**src/rtl/raster_pkg.sv**
```systemverilog
// Shared raster constants and coordinate types for the display path (default VGA 640x480, totals 800x525).
package raster_pkg;
  localparam int VGA_X_BITS   = 10;
  localparam int VGA_Y_BITS   = 10;
  localparam int VGA_X_TOTAL  = 800;
  localparam int VGA_Y_TOTAL  = 525;
  localparam int VGA_X_ACTIVE = 640;
  localparam int VGA_Y_ACTIVE = 480;

  typedef logic [VGA_X_BITS-1:0] x_t;
  typedef logic [VGA_Y_BITS-1:0] y_t;
endpackage

```
**src/rtl/mod_counter.sv**
```systemverilog
// Wrapping modulo-MODULUS counter with synchronous clear and terminal-count flag.
// Latency: count updates on the edge sampling enable; at_max is combinational from count.
// Backpressure: none; enable low holds the count.
module mod_counter #(
  parameter int WIDTH   = 10,
  parameter int MODULUS = 800
) (
  input  logic             clk,
  input  logic             rst,
  input  logic             enable,
  input  logic             clear,
  output logic [WIDTH-1:0] count,
  output logic             at_max
);
  localparam logic [WIDTH-1:0] MAX = WIDTH'(MODULUS - 1);

  assign at_max = (count == MAX);

  // Wrap is explicit so MODULUS == 2**WIDTH never relies on overflow.
  always_ff @(posedge clk) begin
    if (!rst) begin
      count <= '0;
    end else if (clear) begin
      count <= '0;
    end else if (enable) begin
      count <= at_max ? '0 : count + WIDTH'(1);
    end
  end
endmodule

```
**src/rtl/raster_counter.sv**
```systemverilog
// Two-dimensional scan counter (x cascaded into y) with frame count and active/line/frame flags.
// Latency: x/y/frame update one edge after enable is sampled; flags are combinational from x/y.
// Backpressure: none; enable low freezes position, frame and flags.
module raster_counter
  import raster_pkg::*;
#(
  parameter int X_BITS     = VGA_X_BITS,
  parameter int Y_BITS     = VGA_Y_BITS,
  parameter int X_TOTAL    = VGA_X_TOTAL,
  parameter int Y_TOTAL    = VGA_Y_TOTAL,
  parameter int X_ACTIVE   = VGA_X_ACTIVE,
  parameter int Y_ACTIVE   = VGA_Y_ACTIVE,
  parameter int FRAME_BITS = 8
) (
  input  logic                  clk,
  input  logic                  rst,
  input  logic                  enable,
  input  logic                  clear,
  output logic [X_BITS-1:0]     x,
  output logic [Y_BITS-1:0]     y,
  output logic [FRAME_BITS-1:0] frame,
  output logic                  active,
  output logic                  line_end,
  output logic                  frame_end
);
  if (X_TOTAL < 2 || Y_TOTAL < 2) begin : g_err_total_min
    $error("raster_counter: X_TOTAL and Y_TOTAL must be at least 2");
  end
  if (X_TOTAL > 2**X_BITS || Y_TOTAL > 2**Y_BITS) begin : g_err_total_width
    $error("raster_counter: totals do not fit in X_BITS/Y_BITS");
  end
  if (X_ACTIVE > X_TOTAL || Y_ACTIVE > Y_TOTAL) begin : g_err_active_max
    $error("raster_counter: active region exceeds totals");
  end
  if (X_ACTIVE == 0 || Y_ACTIVE == 0) begin : g_err_active_zero
    $error("raster_counter: active region must be non-empty");
  end

  // One extra bit so an active width equal to 2**X_BITS is representable.
  localparam logic [X_BITS:0] XA = (X_BITS + 1)'(X_ACTIVE);
  localparam logic [Y_BITS:0] YA = (Y_BITS + 1)'(Y_ACTIVE);

  logic x_at_max;
  logic y_at_max;

  mod_counter #(.WIDTH(X_BITS), .MODULUS(X_TOTAL)) u_x (
    .clk    (clk),
    .rst    (rst),
    .enable (enable),
    .clear  (clear),
    .count  (x),
    .at_max (x_at_max)
  );

  mod_counter #(.WIDTH(Y_BITS), .MODULUS(Y_TOTAL)) u_y (
    .clk    (clk),
    .rst    (rst),
    .enable (enable && x_at_max),
    .clear  (clear),
    .count  (y),
    .at_max (y_at_max)
  );

  assign line_end  = x_at_max;
  assign frame_end = x_at_max && y_at_max;
  assign active    = ({1'b0, x} < XA) && ({1'b0, y} < YA);

  // Frame count survives clear; only reset zeroes it.
  always_ff @(posedge clk) begin
    if (!rst) begin
      frame <= '0;
    end else if (!clear && enable && frame_end) begin
      frame <= frame + FRAME_BITS'(1);
    end
  end
endmodule

```
**config.mk**
```make
export PLATFORM = sky130hd
export DESIGN_NAME = raster_counter
export DESIGN_NICKNAME = d
export VERILOG_FILES = /design/src/rtl/raster_pkg.sv /design/src/rtl/mod_counter.sv /design/src/rtl/raster_counter.sv
export SDC_FILE = /design/constraint.sdc
export NUM_CORES = 1
export LEC_CHECK = 0
export ABC_CLOCK_PERIOD_IN_PS = 3100
export CORE_ASPECT_RATIO = 1.1
export CORE_MARGIN = 2
export CORE_UTILIZATION = 48
export DETAILED_ROUTE_END_ITERATION = 16
export GPL_ROUTABILITY_DRIVEN = 1
export PLACE_DENSITY = 0.78
export SLEW_MARGIN = 20
export SYNTH_ARGS = -nofsm -noshare
export SYNTH_HDL_FRONTEND = slang
export SYNTH_SLANG_ARGS = --single-unit
```
**constraint.sdc**
```tcl
create_clock -name clk -period 3.1 [get_ports clk]
set_input_delay 0.775 -clock clk [delete_from_list [all_inputs] [get_ports clk]]
set_output_delay 0.775 -clock clk [all_outputs]
set_load 0.05 [all_outputs]
```
# --- After elaboration in Yosys (flattened, before gate mapping) ---
# Index checks and enable logic that the tools add are counted.
classes:
  addsub: 3
  magnitude_cmp: 2
  n_eq_ne: 2
  muxes: 2
  bitwise_logic: 1
  n_reduce_logical: 7
ops:
  columns: ["cell", "n"]
  rows:
  - ["10-bit by 1-bit adder with 10-bit output (second input constant)", 2]
  - ["10-bit equality test (second input constant)", 2]
  - ["10-bit 2-to-1 mux", 2]
  - ["10-bit < comparator (second input constant)", 1]
  - ["10-bit by 9-bit < comparator with 1-bit output (second input constant)", 1]
  - ["8-bit by 1-bit adder with 8-bit output (second input constant)", 1]
  - ["1-bit logical AND", 5]
  - ["2-bit OR reduction", 1]
  - ["1-bit logical NOT", 1]
  - ["1-bit inverter", 1]
totals:
  register_bits: 28
  in_bits: 4
  output_inout_bits: 31

# --- Logic depth before layout (Yosys ltp) ---
# Gate-level depths: netlist of the first run.
depth:
  word_depth: 3
  mapped_depth: 8
  ltp_nobuf: 6

# --- Modules after synthesis ---
# A second synthesis of the first run with hierarchy kept.
unflattened:
  cells_unflattened: 152
  hier_area_um2: 1346.3
by_module_without_submodules:
  columns: ["mod", "instances", "cells_per_inst", "area_each_um2", "seq_area_each_um2"]
  rows:
  - ["mod_counter at u_y", 1, 55, 484.2, 200.2]
  - ["mod_counter at u_x", 1, 48, 455.4, 200.2]
  - ["raster_counter", 1, 49, 406.6, 160.2]

# --- Worst setup path before layout of the first run ---
# No wires, ideal clock.
synth_path:
  path_type: "reg2out"
  startpoint: "register u_y.count[0]"
  endpoint: "output frame_end"
  t_arrival_ns: 2.681
  slack_ns: -0.356
  path_stages_with_launch: 8
  n_path_buf: 2
  path_cell_list: "dfxtp_1 > inv_1 > ha_1 > or4b_4 > or4_1 > buf_2 > clkbuf_1 > nor2_1"
synth_between:
  elab_chain_len: 2
synth_lines:
  columns: ["item", "line", "source"]
  rows:
  - ["from (decl)", "mod_counter.sv:12", "output logic [WIDTH-1:0] count,"]
  - ["from (signal assigned)", "mod_counter.sv:26", "count <= at_max ? '0 : count + WIDTH'(1);"]
  - ["10-bit equality test", "mod_counter.sv:17", "assign at_max = (count == MAX);"]
  - ["1-bit logical AND", "raster_counter.sv:65", "assign frame_end = x_at_max && y_at_max;"]
  - ["to (decl)", "raster_counter.sv:24", "output logic frame_end"]
# No other way between the ends.

# --- Final worst setup path of the first run ---
# Same ends and word-level chain as after synthesis.

==> reports/results.tsv, run 1 <==
stage	metric	value	unit
cts	Clk Latency, worst-skew pair	0.33	ns
layout	area occupied by multi-input gates	807	sq um
worst_setup_path	Crit path arrival time	2.19	ns
detailed_routing	TritonRoute pass-1 iters	4	
timing	Pins Over Slew Limit	0	
yosys	Avg Cell Area, Syn	8.40	sq um
placement	placed inst area	1840	sq um
timing	Hold Fails Final Rpt	0	
worst_setup_path	Worst Path Max Fanout	6	
timing	final hold slack	0.500	ns
yosys	Netlist cell types	35	
timing	RSZ-0062 raised after global routing	no	
worst_setup_path	CP peak stage delay	0.52	ns
job	max_cap viols	0	
yosys	Synth Warn #	0	
yosys	synth top area cells	dfxtp_1 (40%), a21oi_1 (4.9%), nand2_1 (4.0%)	
yosys	Synth Instances	169	
floorplan	FP Rows	20	
timing	final setup violation count	0	
timing	fin worst setup slack	0.134	ns
worst_setup_path	Worst EP required	2.32	ns
worst_setup_path	Bufs and invs on worst path	2	
cts	Reg clk slew, reported paths	0.14	ns
detailed_routing	vias per cell	5.80	
worst_setup_path	Worst Setup SP	u_y.count[0]	
cts	H-tree depth	1	
yosys	synth cell count leaders	dfxtp_1 (28), nand2_1 (15), a21oi_1 (14)	
layout	n_diodes	0	
timing	Total Neg Setup Slack	0	ns
grt	vias in the first global route	1337	
detailed_routing	Routed Antenna Nets	0	
min_path	hold_sp	frame[7]	
cts	TritonCTS sink count	28	
yosys	Syn Nets	177	
yosys	most common cell in the netlist	dfxtp_1	
timing	max frequency	337	MHz
yosys	Synth top area share	39.5	%
status	status	finished, final reports clean	
power_and_ir_drop	leakage	0.621	nW
floorplan	die height	61.0	microns
cts	postcts setup bufs	0	
grt	pin count of the biggest net entering global routing	17	
cts	TritonCTS clock tree	built	
timing	Min Clock Period, post-route	2.97	ns
worst_setup_path	delay-heaviest family, CP	simple AND/OR/NAND/NOR gates	
grt	global-route wire length before repair	5.64	mm
detailed_routing	routed via count	1374	
cts	total CTS buffers	3	
placement	gpl congestion	0.787	
worst_setup_path	reg2reg start	u_y.count[0]	
grt	initial antenna violation count	0	
cts	clk buf depth	2	
yosys	sequential element share of the synthesized area	39.5	%
grt	remaining global-route overflow	0	
timing	part of the cycle the worst path needs	95.7	%
floorplan	Core Footprint	2800	sq um
layout	final layout net count	214	
layout	share of cells above drive strength 1	7.84	%
detailed_routing	DRT iter0 DRCs	46	
power_and_ir_drop	pwr/cell area	289	nW/um^2
layout	Seq. cell area	563	sq um
yosys	Synth area leader	dfxtp_1	
worst_setup_path	Worst Path Class, Setup	reg -> out	
layout	Fillers	231	
detailed_routing	routed length per instance	14.0	microns
power_and_ir_drop	Peak supply drop	0.274	mV
placement	Post-DP HPWL	2.45	mm
placement	DP Worst Slack	0.360	ns
worst_setup_path	CP Cell Sequence	inv_1, ha_1, or4b_4, or4_4, nor2_4, buf_12	
layout	area delta synth->final	31.5	%
worst_setup_path	Worst Setup End Kind	output pin	
yosys	Async S/R FF share, synth	0	%
floorplan	DIE WIDTH	55.8	microns
yosys	number of synthesized register bits	28	
min_path	hold crit path type	reg -> reg	
floorplan	IO Count	35	
yosys	Synth Cell Area	1420	sq um
timing	slew of the pin with the lowest slew margin	0.516	ns
detailed_routing	final wirelength	3.32	mm
yosys	ys flop type	dfxtp_1	
placement	PortBufs	34	
floorplan	Initial Utilization	50.6	%
floorplan	Die Footprint	3410	sq um
placement	Placed Instances	234	
worst_setup_path	slowest CP cell	or4_4	
timing	Layout Skew	0.00196	ns
detailed_routing	DRC	0	
cts	Root Buffer	clkbuf_4	
layout	final cell count without fillers	237	
worst_setup_path	CP Launch Type	flop	
timing	Rel. slew slack	65.5	%
layout	Layout Cell Area excl Fill	1870	sq um
yosys	EDFF count, synth	0	
grt	total track usage	20.6	%
through the flow:
stage / power [mW] / util, %
2_1_floorplan: 0.387 / -
3_3_place_gp: 0.396 / 65.6
3_5_place_dp: 0.396 / 65.6
4_1_cts: 0.545 / 66.4
5_1_grt: 0.557 / 66.6
6_report: 0.538 / 66.6
path summary, 6_finish.rpt:
kind               end  slack, ns  depth (start not counted)
max reg2reg   frame[7]       0.59                          7
max          frame_end       0.13                          6
min reg2reg   frame[7]       0.50                          2
min           frame[7]       0.50                          2
where the power goes:
part,switching [mW],internal [mW],leakage (nW)
sequential,0.000946,0.361,0.227
combinational,0.0168,0.00992,0.381
clock,0.104,0.0458,0.0138
layer usage:
metal,up-vias,wire [microns],GRT usage [%]
li1,689,-,-
met1,649,1520,24.3
met2,31,1630,38.3
met3,5,123,2.31
met4,0,45,10.2
met5,-,0,0
cells in the final DEF (no fill, tap or decap), drive strengths merged:
cell / netlist / routed
o311ai: 1 / 1
a41oi: 2 / 2
mux2i: 1 / 1
xor2: 6 / 6
o21ai: 5 / 5
xnor2: 4 / 4
nand4: 8 / 8
o31a: 1 / 1
dfxtp: 28 / 28
or4b: 1 / 1
nand3: 6 / 6
o211ai: 2 / 2
ha: 4 / 4
nor2: 13 / 13
nor3: 2 / 2
or3: 2 / 2
nor4b: 1 / 1
or3b: 1 / 1
clkbuf: 5 / 3
a21oi: 14 / 14
inv: 9 / 9
nor2b: 2 / 2
o31ai: 5 / 5
nand2: 15 / 15
nor4bb: 1 / 1
o22ai: 1 / 1
a31oi: 2 / 2
buf: 2 / 7
nand2b: 4 / 4
clkdlybuf4s50: 0 / 32
or4: 6 / 6
and4: 5 / 5
nand4b: 2 / 2
o21a: 3 / 3
and3: 5 / 5
registers in the layout, summed over array words and instances (netlist names):
register   cells
u_y.count     10
u_x.count     10
frame          8
timing repair:
item	CTS	global route
gates resized for setup	0	1
setup endpoints to repair	0	1
hold buffers	0	0
logic make-up after synthesis:
| family | after synthesis | share of synthesized area, % |
|---|---|---|
| XOR/XNOR | 10 | 6.17 |
| flip-flops | 28 | 39.5 |
| AO/OA/AOI/OAI | 36 | 15.8 |
| adder cells (fa/ha/maj) | 4 | 3.53 |
| multiplexers | 1 | 0.705 |
| buffers and inverters | 16 | 4.41 |
| AND/OR/NAND/NOR | 74 | 29.9 |
worst reg2reg max path, delay by kind of cell (launching register included):
kind                     cells  cell delay [ns]
buffers and inverters        2             0.28
AND/OR/NAND/NOR              3             1.51
AO/OA/AOI/OAI                1             0.16
flip-flops                   1             0.37
adder cells (fa/ha/maj)      1             0.14
final cells by class:
class                           instances  area share [%]
Timing Repair Buffer                   39            21.3
Inverter                                9            1.81
Sequential cell                        28            30.2
Multi-Input combinational cell        125            43.3
Clock buffer                            3            1.21
Tap cell                               33            2.21
Power figures use the tool's default switching activity.
==> run 2: changes to the inputs <==
--- a/config.mk
+++ b/config.mk
@@ -9,10 +9,11 @@
 export CORE_ASPECT_RATIO = 1.1
 export CORE_MARGIN = 2
 export CORE_UTILIZATION = 48
+export CTS_CLUSTER_SIZE = 25
 export DETAILED_ROUTE_END_ITERATION = 16
 export GPL_ROUTABILITY_DRIVEN = 1
 export PLACE_DENSITY = 0.78
-export SLEW_MARGIN = 20
+export SLEW_MARGIN = 10
 export SYNTH_ARGS = -nofsm -noshare
 export SYNTH_HDL_FRONTEND = slang
 export SYNTH_SLANG_ARGS = --single-unit
==> constraint.sdc (replaced) <==
create_clock -name clk -period 3.1 [get_ports clk]
set_input_delay 0.775 -clock clk [delete_from_list [all_inputs] [get_ports clk]]
set_output_delay 0.775 -clock clk [all_outputs]
set_load 0.1 [all_outputs]
==> reports/results.tsv, run 2 (synthesis results as in run 1) <==
stage	metric	value	unit	change
detailed_routing	TritonRoute pass-1 iters	4		unchanged
layout	final layout net count	219		+2.3%
layout	share of cells above drive strength 1	31.9	%	+24 points
worst_setup_path	Worst Setup SP	u_y.count[0]		
worst_setup_path	slowest CP cell	or4_4		
cts	Clk Latency, worst-skew pair	0.34	ns	about the same
floorplan	FP Rows	20		unchanged
grt	pin count of the biggest net entering global routing	19		+2
layout	Fillers	227		-1.7%
power_and_ir_drop	pwr/cell area	336	nW/um^2	+16%
worst_setup_path	Reg2Reg Depth	7		unchanged
worst_setup_path	Worst EP required	2.32	ns	about the same
grt	total track usage	20.5	%	-0.048 points
grt	global-route wire length before repair	5.57	mm	-1.2%
job	max_cap viols	0		unchanged
worst_setup_path	reg2reg start	u_y.count[0]		
floorplan	Core Footprint	2800	sq um	unchanged
timing	Total Neg Setup Slack	0	ns	unchanged
worst_setup_path	Worst Path Class, Setup	reg -> out		
worst_setup_path	Worst Setup End Kind	output pin		
floorplan	die height	61.0	microns	unchanged
timing	Hold Fails Final Rpt	0		unchanged
worst_setup_path	CP peak stage delay	0.55	ns	+0.03 ns
timing	Layout Skew	0.00271	ns	+0.000755 ns
cts	total CTS buffers	3		unchanged
grt	initial antenna violation count	0		unchanged
placement	PortBufs	34		unchanged
worst_setup_path	reg-to-reg endpoint	frame[7]		
power_and_ir_drop	leakage	0.721	nW	+16%
floorplan	Die Footprint	3410	sq um	unchanged
worst_setup_path	CP Cell Sequence	inv_2, ha_1, or4b_4, or4_4, nor2_4, buf_12		
floorplan	DIE WIDTH	55.8	microns	unchanged
cts	TritonCTS clock tree	built		
worst_setup_path	Bufs and invs on worst path	2		unchanged
timing	slew of the pin with the lowest slew margin	0.356	ns	-0.160 ns
detailed_routing	vias per cell	5.93		+2.4%
worst_setup_path	CP Launch Type	flop		
detailed_routing	DRT iter0 DRCs	78		+70%
timing	Rel. slew slack	75.9	%	+10 points
timing	final setup violation count	0		unchanged
worst_setup_path	Worst Path Max Fanout	5		-1
placement	Post-DP HPWL	2.40	mm	-1.7%
cts	Root Buffer	clkbuf_4		
timing	max frequency	330	MHz	-2.0%
detailed_routing	DRC	0		unchanged
timing	RSZ-0062 raised after global routing	no		
grt	vias in the first global route	1228		-8.2%
layout	commonest non-fill, non-tap cell in the layout	buf_4		
layout	leading cell types in the layout, fill and taps excluded	buf_4 (38), nand2_1 (15), a21oi_1 (14)		
worst_setup_path	number of cells on the critical path	6		unchanged
min_path	hold crit path type	reg -> reg		
grt	remaining global-route overflow	0		unchanged
timing	Pins Over Slew Limit	0		unchanged
cts	PostCTS Resize Cnt	0		unchanged
power_and_ir_drop	Peak supply drop	0.268	mV	-2.4%
layout	top flop regs	u_x.count: 10 flops, u_y.count: 10 flops, frame: 8 flops		
placement	gpl congestion	0.789		+0.23%
worst_setup_path	CP Capture Point	frame_end		
timing	Min Clock Period, post-route	3.03	ns	+0.0605 ns
worst_setup_path	delay-heaviest family, CP	simple AND/OR/NAND/NOR gates		
detailed_routing	routed via count	1442		+4.9%
cts	TritonCTS sink count	28		unchanged
cts	H-tree depth	1		unchanged
worst_setup_path	Crit path arrival time	2.25	ns	+0.06 ns
floorplan	IO Count	35		unchanged
detailed_routing	final wirelength	3.47	mm	+4.3%
status	status	finished, final reports clean		
timing	final hold slack	0.523	ns	+0.0226 ns
timing	part of the cycle the worst path needs	97.6	%	+2.0 points
detailed_routing	routed length per instance	14.3	microns	+1.7%
layout	area delta synth->final	33.4	%	
layout	n_diodes	0		unchanged
detailed_routing	Routed Antenna Nets	0		unchanged
cts	Reg clk slew, reported paths	0.16	ns	+0.02 ns
worst_setup_path	FF-to-FF setup slack	0.63	ns	+0.04 ns
cts	clk buf depth	2		unchanged
floorplan	Initial Utilization	50.6	%	unchanged
run 2: cell count changes in the layout (fill, tap and decap cells not counted):
cell	previous run	this run
buf_4	5	38
clkdlybuf4s50_1	32	3
dfxtp_1	26	13
dfxtp_2	2	12
dfxtp_4	0	3
inv_1	9	7
inv_2	0	2
bufinv_16	0	1
nor2_1	12	11
nor2_4	1	2
or4_2	0	1
run 2: area by class of cell:
| class | instances | area (sq um) | area share, % |
|---|---|---|---|
| multi-input cells | 126 | 823 | 43.5 |
| clock buffers | 3 | 22.5 | 1.19 |
| well taps | 33 | 41.3 | 2.18 |
| repair buffers | 43 | 355 | 18.8 |
| inverters | 9 | 33.8 | 1.78 |
| clock inverters | 1 | 30.0 | 1.59 |
| flip-flops and latches | 28 | 587 | 31.0 |
run 2: worst register-to-register path, delay by kind of cell, from the launching register on:
kind                     cells  cell delay [ns]
AO/OA/AOI/OAI                1             0.15
adder cells (fa/ha/maj)      1             0.13
buffers and inverters        2             0.23
flip-flops                   1             0.39
AND/OR/NAND/NOR              3             1.52
run 2: stage by stage:
step | utilization [%] | cell area (sq um) | std cells | power (mW) | worst slack, ns
5_1_grt | 67.5 | 1890 | 243 | 0.656 | 0.00373
6_report | 67.5 | 1890 | 243 | 0.636 | 0.0732
2_1_floorplan | - | 1480 | 169 | 0.387 | 0.0121
4_1_cts | 65.6 | 1840 | 236 | 0.637 | 0.0285
3_3_place_gp | 63.7 | 1790 | 232 | 0.396 | 0.470
3_5_place_dp | 63.7 | 1790 | 232 | 0.397 | 0.396
run 2: layer usage:
layer  routed length [microns]  track usage, %  vias to the layer above  part of all wire [%]
met2                      1690            35.5                       54                    49
met3                       203            3.57                        7                   5.9
met4                        56            7.82                        0                   1.6
met5                         0               0                        -                     0
met1                      1520            26.3                      673                    44
li1                          -               -                      708                     -
run 2: where the power goes:
| group | total, mW | internal (mW) | leakage (nW) | switching [mW] |
|---|---|---|---|---|
| Clock | 0.247 | 0.131 | 0.0279 | 0.116 |
| Combinational | 0.0300 | 0.00968 | 0.459 | 0.0203 |
| Sequential | 0.359 | 0.358 | 0.234 | 0.00106 |
| Total | 0.636 | 0.499 | 0.721 | 0.138 |
run 2: how the worst min path moves through the flow:
stage | startpoint | endpoint | cells past startpoint
detailed placement | frame[6] | frame[6] | 2
CTS | frame[6] | frame[6] | 2
global placement | frame[7] | frame[7] | 2
global route | u_y.count[0] | u_y.count[0] | 2
floorplan | u_y.count[1] | u_y.count[1] | 2
finish | frame[6] | frame[6] | 2
run 2: what timing repair did:
item / CTS / global route
endpoints found under the hold margin: 0 / 0
hold buffers: 0 / 0
setup endpoints to repair: 0 / 1
setup buffers: 0 / 6
==> run 3: changes to the inputs <==
--- a/config.mk
+++ b/config.mk
@@ -13,6 +13,7 @@
 export DETAILED_ROUTE_END_ITERATION = 16
 export GPL_ROUTABILITY_DRIVEN = 1
 export PLACE_DENSITY = 0.78
+export SETUP_SLACK_MARGIN = 0.4
 export SLEW_MARGIN = 10
 export SYNTH_ARGS = -nofsm -noshare
 export SYNTH_HDL_FRONTEND = slang
==> reports/results.tsv, run 3 (synthesis results as in run 1) <==
stage	metric	value	unit	change
cts	total CTS buffers	3		unchanged
placement	Post-DP HPWL	2.50	mm	+3.9%
placement	placed inst area	1810	sq um	+1.2%
detailed_routing	routed length per instance	14.6	microns	+2.1%
layout	share of cells above drive strength 1	32.7	%	+0.79 points
cts	H-tree depth	1		unchanged
floorplan	die height	61.0	microns	unchanged
cts	clk buf depth	2		unchanged
timing	Layout Skew	0.00330	ns	+0.000592 ns
layout	final layout net count	217		-0.91%
worst_setup_path	FF-to-FF setup slack	0.70	ns	+0.07 ns
floorplan	Die Footprint	3410	sq um	unchanged
power_and_ir_drop	NetSw	124	uW	-9.9%
cts	TritonCTS clock tree	built		
detailed_routing	DRC	0		unchanged
layout	commonest non-fill, non-tap cell in the layout	buf_4		
grt	pin count of the biggest net entering global routing	17		-2
worst_setup_path	Bufs and invs on worst path	2		unchanged
min_path	Hold Path Stages	2		unchanged
grt	remaining global-route overflow	0		unchanged
worst_setup_path	number of cells on the critical path	6		unchanged
detailed_routing	routed via count	1449		+0.49%
floorplan	FP Rows	20		unchanged
placement	PortBufs	34		unchanged
power_and_ir_drop	clock power share	27.9	%	-11 points
timing	final setup violation count	0		unchanged
worst_setup_path	reg-to-reg endpoint	frame[7]		
power_and_ir_drop	Flop pwr share	66.4	%	+10 points
worst_setup_path	CP peak stage delay	0.46	ns	-0.09 ns
grt	total track usage	21.8	%	+1.3 points
cts	Clk Latency, worst-skew pair	0.32	ns	-0.02 ns
timing	Rel. slew slack	74.6	%	-1.4 points
timing	RSZ-0062 raised after global routing	yes		
detailed_routing	TritonRoute pass-1 iters	4		unchanged
cts	Root Buffer	clkbuf_4		
power_and_ir_drop	internal power	413	uW	-17%
timing	Min Clock Period, post-route	2.90	ns	-0.123 ns
worst_setup_path	Reg2Reg Depth	7		unchanged
worst_setup_path	Worst Setup End Kind	output pin		
layout	top flop regs	u_x.count: 10 flops, u_y.count: 10 flops, frame: 8 flops		
power_and_ir_drop	pwr/cell area	288	nW/um^2	-14%
timing	Total Neg Setup Slack	0	ns	unchanged
floorplan	IO Count	35		unchanged
power_and_ir_drop	Comb pwr share	5.7	%	+1.0 points
worst_setup_path	Worst Path Max Fanout	2		-3
layout	final core area utilization	66.5	%	-1.0 points
layout	area delta synth->final	31.4	%	
placement	gpl congestion	0.802		+1.6%
power_and_ir_drop	Peak supply drop	0.257	mV	-3.9%
status	status	finished, final reports clean		
min_path	hold crit path type	reg -> reg		
detailed_routing	final wirelength	3.51	mm	+1.3%
grt	initial antenna violation count	0		unchanged
layout	leading cell types in the layout, fill and taps excluded	buf_4 (37), nand2_1 (15), a21oi_1 (14)		
timing	part of the cycle the worst path needs	93.7	%	-4.0 points
worst_setup_path	Crit path arrival time	2.13	ns	-0.12 ns
floorplan	DIE WIDTH	55.8	microns	unchanged
detailed_routing	vias per cell	6.01		+1.3%
min_path	Hold Path Sink	frame[7]		
worst_setup_path	slowest CP cell	or4b_4		
worst_setup_path	CP Cell Sequence	inv_2, ha_1, or4b_4, or4_4, nor2_4, buf_12		
grt	vias in the first global route	1340		+9.1%
grt	global-route wire length before repair	5.95	mm	+6.9%
timing	max frequency	344	MHz	+4.3%
power_and_ir_drop	Total Power	537	uW	-16%
detailed_routing	Routed Antenna Nets	0		unchanged
worst_setup_path	Worst Path Class, Setup	reg -> out		
timing	slew of the pin with the lowest slew margin	0.382	ns	+0.0252 ns
worst_setup_path	delay-heaviest family, CP	simple AND/OR/NAND/NOR gates		
worst_setup_path	Worst EP required	2.32	ns	about the same
cts	Reg clk slew, reported paths	0.14	ns	-0.02 ns
worst_setup_path	reg2reg start	u_y.count[0]		
detailed_routing	DRT iter0 DRCs	54		-31%
power_and_ir_drop	leakage	0.709	nW	-1.7%
timing	Hold Fails Final Rpt	0		unchanged
cts	TritonCTS sink count	28		unchanged
power_and_ir_drop	Sw Share	23.1	%	+1.5 points
floorplan	Core Footprint	2800	sq um	unchanged
timing	Pins Over Slew Limit	0		unchanged
floorplan	Initial Utilization	50.6	%	unchanged
job	max_cap viols	0		unchanged
worst_setup_path	CP Launch Type	flop		
min_path	hold_sp	frame[7]		
layout	Layout Cell Area excl Fill	1860	sq um	-1.5%
layout	n_diodes	0		unchanged
## run 3: changes by cell type in the layout (fill, tap and decap cells not counted), sizes merged
cell	previous run	this run
or4	7	6
clkinv	0	1
buf	40	39
bufinv	1	0
## run 3: metal layers
metal | up-vias | wire (microns) | global-route usage [%]
met2 | 50 | 1760 | 39.3
met3 | 9 | 180 | 2.73
met1 | 690 | 1530 | 27.4
met4 | 0 | 38 | 8.50
met5 | - | 0 | 0
li1 | 700 | - | -
## run 3: worst reg2reg max path, cell delays in order (launching register included)
cell and delay (ns):
dfxtp_4 0.37, inv_2 0.05, ha_1 0.14, or4b_4 0.46, or4_4 0.46, buf_4 0.21
or4_1 0.50, a21oi_1 0.15
## run 3: worst max path at each step
stage,slack (ns),end,startpoint
2_1_floorplan,0.02,frame_end,u_y.count[0]
3_3_place_gp,0.48,frame_end,u_y.count[0]
3_5_place_dp,0.42,frame[7],enable
4_1_cts,0.14,frame_end,u_y.count[0]
5_1_grt,0.11,frame_end,u_y.count[0]
6_report,0.20,frame_end,u_y.count[0]
## run 3: cell type report
type | count | area [sq um]
fill | 235 | 938
tap | 33 | 41.3
timing repair buffer | 42 | 348
sequential | 28 | 598
clock inverter | 1 | 3.75
clock buffer | 3 | 22.5
multi-input combinational | 125 | 817
inverter | 9 | 33.8
## run 3: what timing repair did
| action | 4_1_cts | 5_1_grt |
|---|---|---|
| pin swaps | 2 | 2 |
| buffers inserted | 4 | 0 |
| hold buffers | 0 | 0 |
| hold endpoints to repair | 0 | 0 |
| gates cloned | 0 | 0 |
| gates resized for setup | 0 | 0 |
| endpoints found under the setup margin | 1 | 1 |
## run 3: power by group through the flow
stage	clock (mW)	sequential (mW)	combinational (mW)
floorplan	0	0.371	0.0138
global placement	0	0.364	0.0304
detailed placement	0	0.365	0.0308
CTS	0.155	0.357	0.0308
global route	0.172	0.357	0.0335
finish	0.150	0.357	0.0308
## run 3: metrics by stage
step	hold WS (ns)	setup WS (ns)	instances
2_1_floorplan	0.636	0.0240	169
3_3_place_gp	0.466	0.476	233
3_5_place_dp	0.491	0.418	233
4_1_cts	0.510	0.144	241
5_1_grt	0.542	0.110	241
6_report	0.503	0.197	241
